===== src/rtl/execute_multicycle.sv =====
// Execute stage: operand forwarding, single-cycle ALU, iterative shift-add multiplier, flags, E/M register.
// Optional build macro EXEC_MUL_EARLY_TERM_EN: the multiply stops as soon as the remaining multiplier is zero.
module execute_multicycle #(
    parameter int N  = 24,
    parameter int RW = 4,
    parameter int CW = $clog2(N + 1)
) (
    input  logic          clk,
    input  logic          rst,
    input  logic [N-1:0]  RD1E,
    input  logic [N-1:0]  RD2E,
    input  logic [N-1:0]  ExtImmE,
    input  logic [N-1:0]  ResultW,
    input  logic [N-1:0]  ALUResultMFB,
    input  logic [1:0]    ForwardAE,
    input  logic [1:0]    ForwardBE,
    input  logic          ALUSrcE,
    input  logic [3:0]    ALUControlE,
    input  logic          ValidE,
    input  logic          FlushE,
    input  logic          RegWriteE,
    input  logic          MemWriteE,
    input  logic          MemtoRegE,
    input  logic          BranchE,
    input  logic          FlagWriteE,
    input  logic [2:0]    CondE,
    input  logic [3:0]    FlagsE,
    input  logic [RW-1:0] WA3E,
    output logic          StallE,
    output logic          BranchTakenE,
    output logic [N-1:0]  BranchTargetE,
    output logic [3:0]    FlagsNextE,
    output logic          ValidM,
    output logic          RegWriteM,
    output logic          MemWriteM,
    output logic          MemtoRegM,
    output logic [N-1:0]  ALUResultM,
    output logic [N-1:0]  WriteDataM,
    output logic [RW-1:0] WA3M
);
    localparam int SW = $clog2(N);

    localparam logic [3:0] OP_ADD  = 4'd0;
    localparam logic [3:0] OP_SUB  = 4'd1;
    localparam logic [3:0] OP_AND  = 4'd2;
    localparam logic [3:0] OP_OR   = 4'd3;
    localparam logic [3:0] OP_XOR  = 4'd4;
    localparam logic [3:0] OP_SLL  = 4'd5;
    localparam logic [3:0] OP_SRL  = 4'd6;
    localparam logic [3:0] OP_MUL  = 4'd8;
    localparam logic [3:0] OP_MULH = 4'd9;

    typedef enum logic [1:0] {IDLE, RUN, DONE} state_t;
    state_t state;

    logic [N-1:0]   src_a;
    logic [N-1:0]   src_b;
    logic [N-1:0]   write_data_e;
    logic [N:0]     add_full;
    logic [N:0]     sub_full;
    logic           v_add;
    logic           v_sub;
    logic [SW-1:0]  shamt;
    logic [N-1:0]   alu_result;
    logic [N-1:0]   mul_result;
    logic [N-1:0]   exec_result;
    logic [3:0]     flags_upd;
    logic           cond_pass;
    logic           fire;
    logic           issue;

    logic [2*N-1:0] acc;
    logic [2*N-1:0] mcand;
    logic [N-1:0]   mplier;
    logic [CW-1:0]  cnt;
    logic           mul_hi;
    logic [2*N-1:0] acc_step;
    logic [N-1:0]   mplier_shift;
    logic           last_iter;

    function automatic logic [N-1:0] fwd(input logic [1:0] sel, input logic [N-1:0] rd,
                                         input logic [N-1:0] res_w, input logic [N-1:0] alu_m);
        case (sel)
            2'b00:   fwd = rd;
            2'b01:   fwd = res_w;
            2'b10:   fwd = alu_m;
            default: fwd = '1;
        endcase
    endfunction

    assign src_a        = fwd(ForwardAE, RD1E, ResultW, ALUResultMFB);
    assign write_data_e = fwd(ForwardBE, RD2E, ResultW, ALUResultMFB);
    assign src_b        = ALUSrcE ? ExtImmE : write_data_e;
    assign shamt        = src_b[SW-1:0];

    // Subtraction as a + ~b + 1 so the carry-out reads directly as "no borrow".
    assign add_full = {1'b0, src_a} + {1'b0, src_b};
    assign sub_full = {1'b0, src_a} + {1'b0, ~src_b} + (N+1)'(1);
    assign v_add    = (src_a[N-1] == src_b[N-1]) && (add_full[N-1] != src_a[N-1]);
    assign v_sub    = (src_a[N-1] != src_b[N-1]) && (sub_full[N-1] != src_a[N-1]);

    always_comb begin
        alu_result = src_b;
        case (ALUControlE)
            OP_ADD:  alu_result = add_full[N-1:0];
            OP_SUB:  alu_result = sub_full[N-1:0];
            OP_AND:  alu_result = src_a & src_b;
            OP_OR:   alu_result = src_a | src_b;
            OP_XOR:  alu_result = src_a ^ src_b;
            OP_SLL:  alu_result = src_a << shamt;
            OP_SRL:  alu_result = src_a >> shamt;
            default: alu_result = src_b;
        endcase
    end

    assign mul_result = mul_hi ? acc[2*N-1:N] : acc[N-1:0];

    always_comb begin
        exec_result = (state == DONE) ? mul_result : alu_result;
        flags_upd   = {exec_result[N-1], exec_result == '0, FlagsE[1:0]};
        if (state != DONE) begin
            if (ALUControlE == OP_ADD)
                flags_upd[1:0] = {add_full[N], v_add};
            else if (ALUControlE == OP_SUB)
                flags_upd[1:0] = {sub_full[N], v_sub};
        end
    end

    always_comb begin
        cond_pass = 1'b0;
        case (CondE)
            3'b000:  cond_pass = 1'b1;
            3'b001:  cond_pass = FlagsE[2];
            3'b010:  cond_pass = !FlagsE[2];
            3'b011:  cond_pass = FlagsE[3] ^ FlagsE[0];
            3'b100:  cond_pass = !(FlagsE[3] ^ FlagsE[0]);
            3'b101:  cond_pass = !FlagsE[2] && (FlagsE[3] == FlagsE[0]);
            3'b110:  cond_pass = FlagsE[2] || (FlagsE[3] ^ FlagsE[0]);
            default: cond_pass = 1'b0;
        endcase
    end

    assign issue         = (state == IDLE) && ValidE && !FlushE &&
                           ((ALUControlE == OP_MUL) || (ALUControlE == OP_MULH));
    assign StallE        = issue || (state == RUN);
    assign fire          = ValidE && cond_pass && !StallE && !FlushE;
    assign FlagsNextE    = (fire && FlagWriteE) ? flags_upd : FlagsE;
    assign BranchTakenE  = fire && BranchE;
    assign BranchTargetE = ExtImmE;

    assign acc_step     = mplier[0] ? acc + mcand : acc;
    assign mplier_shift = mplier >> 1;
`ifdef EXEC_MUL_EARLY_TERM_EN
    assign last_iter    = (cnt == CW'(N - 1)) || (mplier_shift == '0);
`else
    assign last_iter    = (cnt == CW'(N - 1));
`endif

    // Operands are latched at issue, so forwarding sources may change freely while RUN iterates.
    always_ff @(posedge clk) begin
        if (rst) begin
            state  <= IDLE;
            acc    <= '0;
            mcand  <= '0;
            mplier <= '0;
            cnt    <= '0;
            mul_hi <= 1'b0;
        end else begin
            case (state)
                IDLE: begin
                    if (issue) begin
                        state  <= RUN;
                        mcand  <= {{N{1'b0}}, src_a};
                        mplier <= src_b;
                        acc    <= '0;
                        cnt    <= '0;
                        mul_hi <= (ALUControlE == OP_MULH);
                    end
                end
                RUN: begin
                    if (FlushE) begin
                        state <= IDLE;
                    end else begin
                        acc    <= acc_step;
                        mcand  <= mcand << 1;
                        mplier <= mplier_shift;
                        cnt    <= cnt + CW'(1);
                        if (last_iter)
                            state <= DONE;
                    end
                end
                DONE:    state <= IDLE;
                default: state <= IDLE;
            endcase
        end
    end

    // In DONE the upstream registers still hold the multiply, so its controls are used as-is.
    always_ff @(posedge clk) begin
        if (rst || StallE || FlushE) begin
            ValidM     <= 1'b0;
            RegWriteM  <= 1'b0;
            MemWriteM  <= 1'b0;
            MemtoRegM  <= 1'b0;
            ALUResultM <= '0;
            WriteDataM <= '0;
            WA3M       <= '0;
        end else begin
            ValidM     <= ValidE;
            RegWriteM  <= ValidE && cond_pass && RegWriteE;
            MemWriteM  <= ValidE && cond_pass && MemWriteE;
            MemtoRegM  <= ValidE && MemtoRegE;
            ALUResultM <= exec_result;
            WriteDataM <= write_data_e;
            WA3M       <= WA3E;
        end
    end
endmodule


===== config.mk =====
export PLATFORM = sky130hd
export DESIGN_NAME = execute_multicycle
export DESIGN_NICKNAME = d
export VERILOG_FILES = /design/src/rtl/execute_multicycle.sv
export SDC_FILE = /design/constraint.sdc
export NUM_CORES = 1
export LEC_CHECK = 0
export BUFFER_PORTS_ARGS = -buffer_cell sky130_fd_sc_hd__buf_2
export CAP_MARGIN = 10
export CORE_MARGIN = 1.5
export CORE_UTILIZATION = 35
export DETAILED_ROUTE_END_ITERATION = 8
export PLACE_DENSITY = 0.51
export SYNTH_ARGS = -nofsm -noshare
export SYNTH_HDL_FRONTEND = slang
export SYNTH_SLANG_ARGS = --single-unit

===== constraint.sdc =====
create_clock -name clk -period 6 [get_ports clk]
set_input_delay 0.6 -clock clk [delete_from_list [all_inputs] [get_ports clk]]
set_output_delay 0.6 -clock clk [all_outputs]
set_load 0.005 [all_outputs]

==> results of run 1 <==
worst max-delay path, delay by kind of cell:
family | cells | cell delay [ns]
adder cells (fa/ha/maj) | 2 | 0.60
multiplexers | 1 | 0.36
AO/OA/AOI/OAI | 8 | 2.06
AND/OR/NAND/NOR | 4 | 0.68
buffers and inverters | 6 | 0.87
final cells by class:
class,instances,area (sq um)
Antenna cell,2,5.005
Clock buffer,18,429.2
Clock inverter,14,156.4
Fill cell,5023,28100
Inverter,92,350.3
Multi-Input combinational cell,1850,12330
Sequential cell,184,3684
Tap cell,615,769.5
Timing Repair Buffer,358,2123
sequential cells by signal, summed over array words and instances, names as in the netlist:
register,count
WA3M,4
state,2
ValidM,1
mplier,24
acc,48
mul_hi,1
cnt,5
mcand,48
MemtoRegM,1
MemWriteM,1
RegWriteM,1
ALUResultM,24
WriteDataM,24
layer usage:
metal	vias up	GRT usage (%)
li1	8887	-
met1	9206	37.53
met2	994	51.57
met3	202	5.365
met4	0	18.59
met5	-	0
power breakdown:
| group | internal, mW | total [mW] | switching, mW |
|---|---|---|---|
| Sequential | 1.25 | 1.26 | 0.0122 |
| Clock | 0.587 | 1.18 | 0.590 |
| Combinational | 0.540 | 1.49 | 0.954 |
| Total | 2.38 | 3.93 | 1.56 |
metrics by stage:
step                      std cells  cell area (sq um)
final                          3133              19850
after global routing           3133              19850
after detailed placement       3099              19220
after floorplan                2306              17100
after global placement         3099              19220
after CTS                      3131              19800
path summary, 6_finish.rpt:
path,from,to,slack (ns),cells after the start
max,ForwardAE[0],FlagsNextE[2],0.21,21
min,WA3E[1],WA3M[1],0.29,2
max reg2reg,acc[0],acc[40],1.64,13
min reg2reg,mplier[1],mplier[1],0.47,2
cell usage in the layout, fill, tap and decap left out, drive strengths merged, types with 21 or more instances in the layout:
cell type,instances
nand3,75
o211ai,21
inv,97
a21o,31
mux2i,95
mux2,60
a211oi,66
nor3,61
a31oi,23
dfxtp,184
o21ai,117
ha,121
nand2b,25
buf,357
a21oi,207
nor2b,22
o22ai,52
o22a,27
xnor2,25
nor2,263
and2,23
a22oi,52
nand2,196
cells by family (layout without fill, tap and decap cells):
family	count (synthesis)	after routing
XOR/XNOR	45	45
AO/OA/AOI/OAI	771	771
multiplexers	155	155
other	0	2
AND/OR/NAND/NOR	755	755
flip-flops	184	184
buffers and inverters	272	482
adder cells (fa/ha/maj)	124	124
==> metrics.txt, run 1 <==
Initial Utilization=35.66%; top routing layer used=met4; Yosys top cell area share=roughly 22%; ranking of synthesized cells by area=dfxtp_1 (22%), ha_1 (8.9%), a21oi_1 (6.1%); Final Core Density=41.39%; startpoint types=primary input; nature of the critical path endpoint=output pin; ys flop type=dfxtp_1; smallest hold slack=0.2949 ns; Total GRT Usage=31.06%; Pre-antenna DRT Iters=7; FMAX=between 150 and 200 MHz; #FFs+latches synth=184; initial antenna violation count=2; Pwr Density=just under 200 nW/um^2; Setup WS pre-CTS=about 0.1 ns; Slew @ Worst Pin=around 1.2 ns; crit-path cells=buf_2 > mux2_2 > o22a_1 > buf_4 > inv_1 > ha_1 > inv_1 > fa_1 > a211oi_1 > o21bai_1 > nand4_1 > nand3_1 > a221oi_1 > a21boi_0 > o31ai_2 > o211ai_1 > nor4_1 > buf_4 > nand4_1 > o21ai_1 > buf_2; Synth Area in Compound Gates=30.06%; Vias=19,290; TNS Setup=0 ns; Tot Pwr=3.934 mW; DR vias/cell=6.157; Min-Delay Path Class=primary input to flop; met2 WL=roughly 37,000 um; Rel. slew slack=21.76%; syn nets=2,579; critical path arrival=5.19 ns; clock buffer depth=2; Syn. warnings=0; syn avg cell area=7.414 sq um; die width=~220 um; Hold Buf Count CTS=0; hpwl dp=61,710 um; Final min period=5.794 ns; Hold Vio Cnt, Final=0; synthesis-to-finish area growth=16.09%; Setup violations, final=0; num ports=235; Worst VDD drop=0.1849 mV; first-pass GRT wire length=116,300 um; Vert. Die Dim=224.0 um; layout cells sized above 1=20.03%; Setup CP Type=primary input to output pin; GRT overflow=0; CP max FO=7; met3 routed WL=6086 um; CP max stage cell=fa_1; most frequent cell after synthesis=nor2_1; post-synthesis sequential area ratio=21.55%; Clock Sinks=between 150 and 200; Clock Pin Slew Worst Setup and Hold Paths=about 0.080 ns; CTS tree=yes; # DRC=0; Slew Viols, Final=0; pin count of the biggest net entering global routing=70; Nets=2,776; post-CTS sizing=0; routed len/inst=25.34 um; Mapped Cells=approximately 2,300; Routed WL=79,390 um; Core Box Area=47,950 sq um; # H-tree levels=4; DRT iter0 DRCs=between 1,500 and 2,000; top cells by count, synth=nor2_1 (263), a21oi_1 (207), nand2_1 (196), dfxtp_1 (184), clkbuf_1 (124); leading area contributor after synthesis=dfxtp_1; Max Cap Viol=0; Yosys cell types=90; GP Congestion=1.039; skew final=about 0.016 ns; Synth Area in XOR/XNOR=2.305%; Post-CTS Setup Inserts=0; status=finished, final reports clean; post-synthesis mux area share=9.821%; RSZ-0062 raised after global routing=false; M1 wire length=approximately 32,000 um; Clk Tree Root Cell=clkbuf_16; mapped cell area=roughly 17,000 sq um; Post-synth EDFFs=0; worst setup margin=0.2063 ns; final worst path period share=96.56%; Buffers on Ports=around 230; largest family of logic cells by synthesized area=compound AO/OA/AOI/OAI gates; # rows=80; CP required=5.40 ns; Final ANT Viol Nets=0; LEAKAGE=8.578 nW; Synth async-reset ratio=0%; area of the die=50,180 sq um; post-synthesis simple-gate area fraction=between 20% and 30%; CTS buffer count=17; fraction of the mapped netlist area in adder cells=9.207%; clock latency on the worst-skew pair=0.51 ns; Worst path max stage delay=0.42 ns; vias in the first global route=18,240
Power figures use the tool's default switching activity.
==> run 2, diff against run 1 <==
--- a/config.mk
+++ b/config.mk
@@ -10,7 +10,7 @@
 export CORE_MARGIN = 1.5
 export CORE_UTILIZATION = 35
 export DETAILED_ROUTE_END_ITERATION = 8
-export PLACE_DENSITY = 0.51
+export PLACE_DENSITY = 0.49
 export SYNTH_ARGS = -nofsm -noshare
 export SYNTH_HDL_FRONTEND = slang
 export SYNTH_SLANG_ARGS = --single-unit
==> run 2 against run 1 <==
- hold slack got worse by 0.0054 ns
- power increased by 1.6%
- routed wire length is 5.0% higher
- final cell count is 0.67% higher
- clock power about the same
- critical path depth fell by 1
- clock skew fell by 0.0013 ns
- via count shrank 0.86%
==> metrics.txt, run 2 (synthesis gave the netlist of run 1 again) <==
status=finished, final reports clean; Buffers on Ports=between 200 and 250; Slew Viols, Final=0; RSZ-0062 raised after global routing=false; clock latency on the worst-skew pair=0.51 ns; Max Cap Viol=0; LEAKAGE=between 8 and 9 nW; routed len/inst=between 20 and 30 um; final worst path period share=between 90 and 100%; most frequent cells in the layout=nor2_1 (261), buf_2 (233), a21oi_1 (207), nand2_1 (195), dfxtp_1 (184); nature of the critical path endpoint=output pin; CTS tree=yes; Post-CTS Setup Inserts=0; TNS Setup=0 ns; hpwl dp=between 60,000 and 70,000 um; Slew @ Worst Pin=1.082 ns; layout cells sized above 1=20.61%; Clk Tree Root Cell=clkbuf_16; Clock Pin Slew Worst Setup and Hold Paths=0.07 ns; pin count of the biggest net entering global routing=70; synthesis-to-finish area growth=17.15%; FMAX=175.9 MHz; skew final=0.01418 ns; Final min period=5.686 ns; Routed WL=83,390 um; die width=224.0 um; Post-DP Area=19,410 sq um; crit-path cells=buf_2 > or3b_4 > o221ai_4 > inv_6 > ha_1 > fa_1 > nor2b_1 > o311ai_2 > buf_4 > a21oi_1 > a21o_1 > o21ai_0 > o2111ai_1 > o31ai_2 > o221ai_1 > nor4_1 > buf_4 > nand4_1 > o21ai_1 > buf_2; # DRC=0; startpoint types=primary input; num ports=235; Rel. slew slack=27.31%; smallest hold slack=0.2895 ns; Pre-antenna DRT Iters=5; CP required=5.40 ns; area of the die=50,180 sq um; Vias=19,120; Buf/Inv on CP=5; CP max FO=6; commonest non-fill, non-tap cell in the layout=nor2_1; GP Congestion=1.016; Total GRT Usage=32.67%; Initial Utilization=35.66%; critical path arrival=5.09 ns; Setup CP Type=primary input to output pin; Clock Sinks=roughly 180; met2 WL=~40,000 um; Min-Delay Path Class=primary input to flop; Setup violations, final=0; Pwr Density=199.7 nW/um^2; biggest regs=acc (48), mcand (48); Final ANT Viol Nets=0; clock buffer depth=2; CP max stage cell=or3b_4; # H-tree levels=4; initial antenna violation count=1; Worst VDD drop=0.2408 mV; Nets=around 2,800; CTS buffer count=17; Tot Pwr=3.999 mW; met3 routed WL=between 5000 and 6000 um; vias in the first global route=18,320; Vert. Die Dim=224.0 um; GRT overflow=0; Hold Buf Count CTS=0; final instance area=between 20,000 and 25,000 sq um; first-pass GRT wire length=121,100 um; Hold Vio Cnt, Final=0; top routing layer used=met4; DRT iter0 DRCs=around 1,600; Core Box Area=47,950 sq um; delay-heaviest family, CP=compound AO/OA/AOI/OAI gates; Worst path max stage delay=around 0.42 ns; DR vias/cell=6.063; # rows=80; M1 wire length=33,780 um
-- run 2: cell count changes in the layout (fill, tap and decap cells not counted), moves of 2 or more --
cell,previous run,this run
buf_4,123,143
clkinvlp_4,3,1
clkinv_8,2,0
buf_12,1,3
clkinv_2,1,3
-- run 2: final timing paths --
check	startpoint	endpoint	slack [ns]	cells past startpoint
setup reg to reg	mcand[0]	acc[40]	1.50	13
hold / removal	WA3E[3]	WA3M[3]	0.29	2
setup / recovery	ForwardBE[1]	FlagsNextE[2]	0.31	20
hold reg to reg	mplier[2]	mplier[2]	0.45	2
-- run 2: worst register-to-register path: stages, from the launching register on --
cell and delay, ns:
dfxtp_1 0.40, ha_1 0.27, fa_1 0.41, a21o_1 0.18, a21oi_1 0.27, o21ai_0 0.17
a211oi_1 0.58, o21a_1 0.26, o211ai_1 0.26, nand3_1 0.19, a21oi_1 0.16, o32ai_1 0.89
mux2i_1 0.27, nand3_1 0.09
-- run 2: layout make-up --
type	count	area [sq um]
timing repair buffer	380	2311
clock inverter	12	137.6
inverter	92	350.3
sequential	184	3684
antenna	1	2.502
tap	615	769.5
multi-input combinational	1850	12330
clock buffer	20	446.7
fill	5008	27920
-- run 2: per-stage QoR --
stage	worst slack, ns	std cells	util [%]
floorplan	0.4566	2306	-
global placement	0.04790	3121	40.48
detailed placement	0.1223	3121	40.48
CTS	0.06826	3153	41.70
global route	0.02634	3154	41.77
finish	0.3140	3154	41.77
-- run 2: timing repair --
action,in CTS,in global routing
gates resized for setup,0,9
hold endpoints to repair,0,0
setup endpoints to repair,0,2
-- run 2: where the power goes --
group / switching [mW] / internal [mW]
clock network: 0.572 / 0.630
logic: 0.976 / 0.558
registers: 0.0131 / 1.25
total: 1.56 / 2.44
-- run 2: metal layers --
metal	track usage (%)	vias to the layer above
met5	0	-
met4	17.98	0
met3	5.929	200
met2	56.21	805
met1	38.28	9195
li1	-	8923
==> run 3, diff against run 2 <==
==> config.mk (replaced) <==
export PLATFORM = sky130hd
export DESIGN_NAME = execute_multicycle
export DESIGN_NICKNAME = d
export VERILOG_FILES = /design/src/rtl/execute_multicycle.sv
export SDC_FILE = /design/constraint.sdc
export NUM_CORES = 1
export LEC_CHECK = 0
export CAP_MARGIN = 10
export CORE_MARGIN = 1.5
export CORE_UTILIZATION = 35
export DETAILED_ROUTE_END_ITERATION = 8
export DONT_BUFFER_PORTS = 1
export PLACE_DENSITY = 0.45
export SYNTH_ARGS = -nofsm -noshare
export SYNTH_HDL_FRONTEND = slang
export SYNTH_SLANG_ARGS = --single-unit
==> run 3 against run 2 <==
- design area down 8.2%
- global-route usage down 0.64 points
- register-to-register slack better by 0.30 ns
- critical path depth unchanged
- via count down 5.5%
- critical endpoint unchanged
- largest cell class unchanged
==> metrics.txt, run 3 (synthesis gave the netlist of run 1 again) <==
Max Cap Viol=0; post-CTS sizing=0; Layout Cells excl Fill=about 2,900; switching share of power=38.13%; skew final=0.02147 ns; most frequent cells in the layout=nor2_1 (261), a21oi_1 (207), nand2_1 (195), dfxtp_1 (184), ha_1 (121); Setup CP Type=primary input to output pin; Int Power=between 2 and 2.5 mW; vias in the first global route=17,640; Total GRT Usage=32.03%; clock latency on the worst-skew pair=0.51 ns; Initial Utilization=a little over a third; CTS tree=yes; synthesis-to-finish area growth=7.516%; sw power=between 1 and 1.5 mW; routed len/inst=28.42 um; Min-Delay Path Class=primary input to flop; RSZ-0062 raised after global routing=false; Clock Pin Slew Worst Setup and Hold Paths=0.07 ns; nature of the critical path endpoint=output pin; # H-tree levels=4; Hold Buf Count CTS=0; final worst path period share=95.64%; Vias=18,070; Final Core Density=38.34%; Gate power share=34.5%; Setup violations, final=0; Seq pwr share=32.9%; Clk Tree Root Cell=clkbuf_16; DR vias/cell=6.310; Slew @ Worst Pin=1.160 ns; clock buffer depth=2; CTS buffer count=17; layout cells sized above 1=9.978%; GRT overflow=0; Rel. slew slack=roughly 22%; Pre-antenna DRT Iters=5; status=finished, final reports clean; commonest non-fill, non-tap cell in the layout=nor2_1; num ports=approximately 240; hpwl dp=63,120 um; Final ANT Viol Nets=0; Worst VDD drop=0.2168 mV; startpoint types=primary input; Clock Sinks=184; CP max FO=28; pin count of the biggest net entering global routing=119; power share of the clock group=32.5%; FMAX=174.3 MHz; Nets=approximately 2,500; DRT iter0 DRCs=1,678; first-pass GRT wire length=118,400 um; Hold Vio Cnt, Final=0; TNS Setup=0 ns; Routed WL=81,410 um; Pwr Density=210.0 nW/um^2; Post-CTS Setup Inserts=0; Post-Place Cells=2,828; LEAKAGE=7.424 nW; area of the die=around 50,000 sq um; initial antenna violation count=5; biggest regs=acc (48), mcand (48); Slew Viols, Final=0; die width=224.0 um; Buffers on Ports=0; Core Box Area=47,950 sq um; Final min period=5.739 ns; GP Congestion=0.9875; # rows=80; Tot Pwr=3.859 mW; Vert. Die Dim=roughly 220 um; CP required=5.40 ns; # DRC=0; critical path arrival=5.14 ns
==> run 3: cell types whose count changed in the layout (fill, tap and decap cells not counted), sizes merged <==
cell	delta
clkinvlp	-1
diode	+3
clkbuf	+2
bufinv	+1
buf	-293
clkinv	-2
==> run 3: final timing paths <==
kind | startpoint | to | slack (ns) | depth (start not counted)
setup / recovery | ForwardBE[0] | FlagsNextE[2] | 0.26 | 20
hold / removal | rst | mplier[19] | 0.18 | 1
setup reg to reg | mcand[0] | acc[40] | 1.80 | 13
hold reg to reg | mplier[2] | mplier[2] | 0.45 | 2
==> run 3: routing by layer <==
layer,vias to the layer above,GRT usage (%),routed length [um]
li1,8322,-,-
met1,8816,39.96,34150
met2,773,53.04,38320
met3,162,5.404,5031
met4,0,16.24,3908
met5,-,0,0
==> run 3: power by group through the flow <==
stage / registers, mW / clock network, mW / logic, mW
floorplan: 1.29 / 0 / 0.868
global placement: 1.30 / 0 / 1.31
detailed placement: 1.30 / 0 / 1.29
CTS: 1.27 / 1.30 / 1.30
global route: 1.27 / 1.33 / 1.41
finish: 1.27 / 1.26 / 1.33
==> run 3: critical path, stage by stage <==
cell,delay [ns]
nand2b_1,0.19
buf_4,0.21
o22ai_1,0.20
nor2_1,0.06
a21oi_1,0.23
ha_1,0.30
nor3_1,0.39
nand2_1,0.13
a2111oi_0,0.52
buf_4,0.23
o21ai_0,0.14
a22o_1,0.23
o31ai_1,0.41
buf_4,0.22
a21o_1,0.10
o311ai_0,0.13
nor4_1,0.22
buf_4,0.18
nand4_1,0.16
o21ai_1,0.27
==> run 3: through the flow <==
stage	cell area [sq um]	hold slack [ns]	setup slack (ns)
2_1_floorplan	17100	0.4321	0.4566
3_3_place_gp	17750	0.4376	0.2825
3_5_place_dp	17750	0.4407	0.2878
4_1_cts	18370	0.1315	0.2422
5_1_grt	18380	0.1465	0.02205
6_report	18380	0.1805	0.2614
==> run 3: cell type report <==
| type | count | area, sq um |
|---|---|---|
| Antenna cell | 4 | 10.01 |
| Clock buffer | 22 | 464.2 |
| Clock inverter | 10 | 153.9 |
| Fill cell | 5122 | 29560 |
| Inverter | 92 | 350.3 |
| Multi-Input combinational cell | 1850 | 12300 |
| Sequential cell | 184 | 3684 |
| Tap cell | 615 | 769.5 |
| Timing Repair Buffer | 87 | 653.1 |
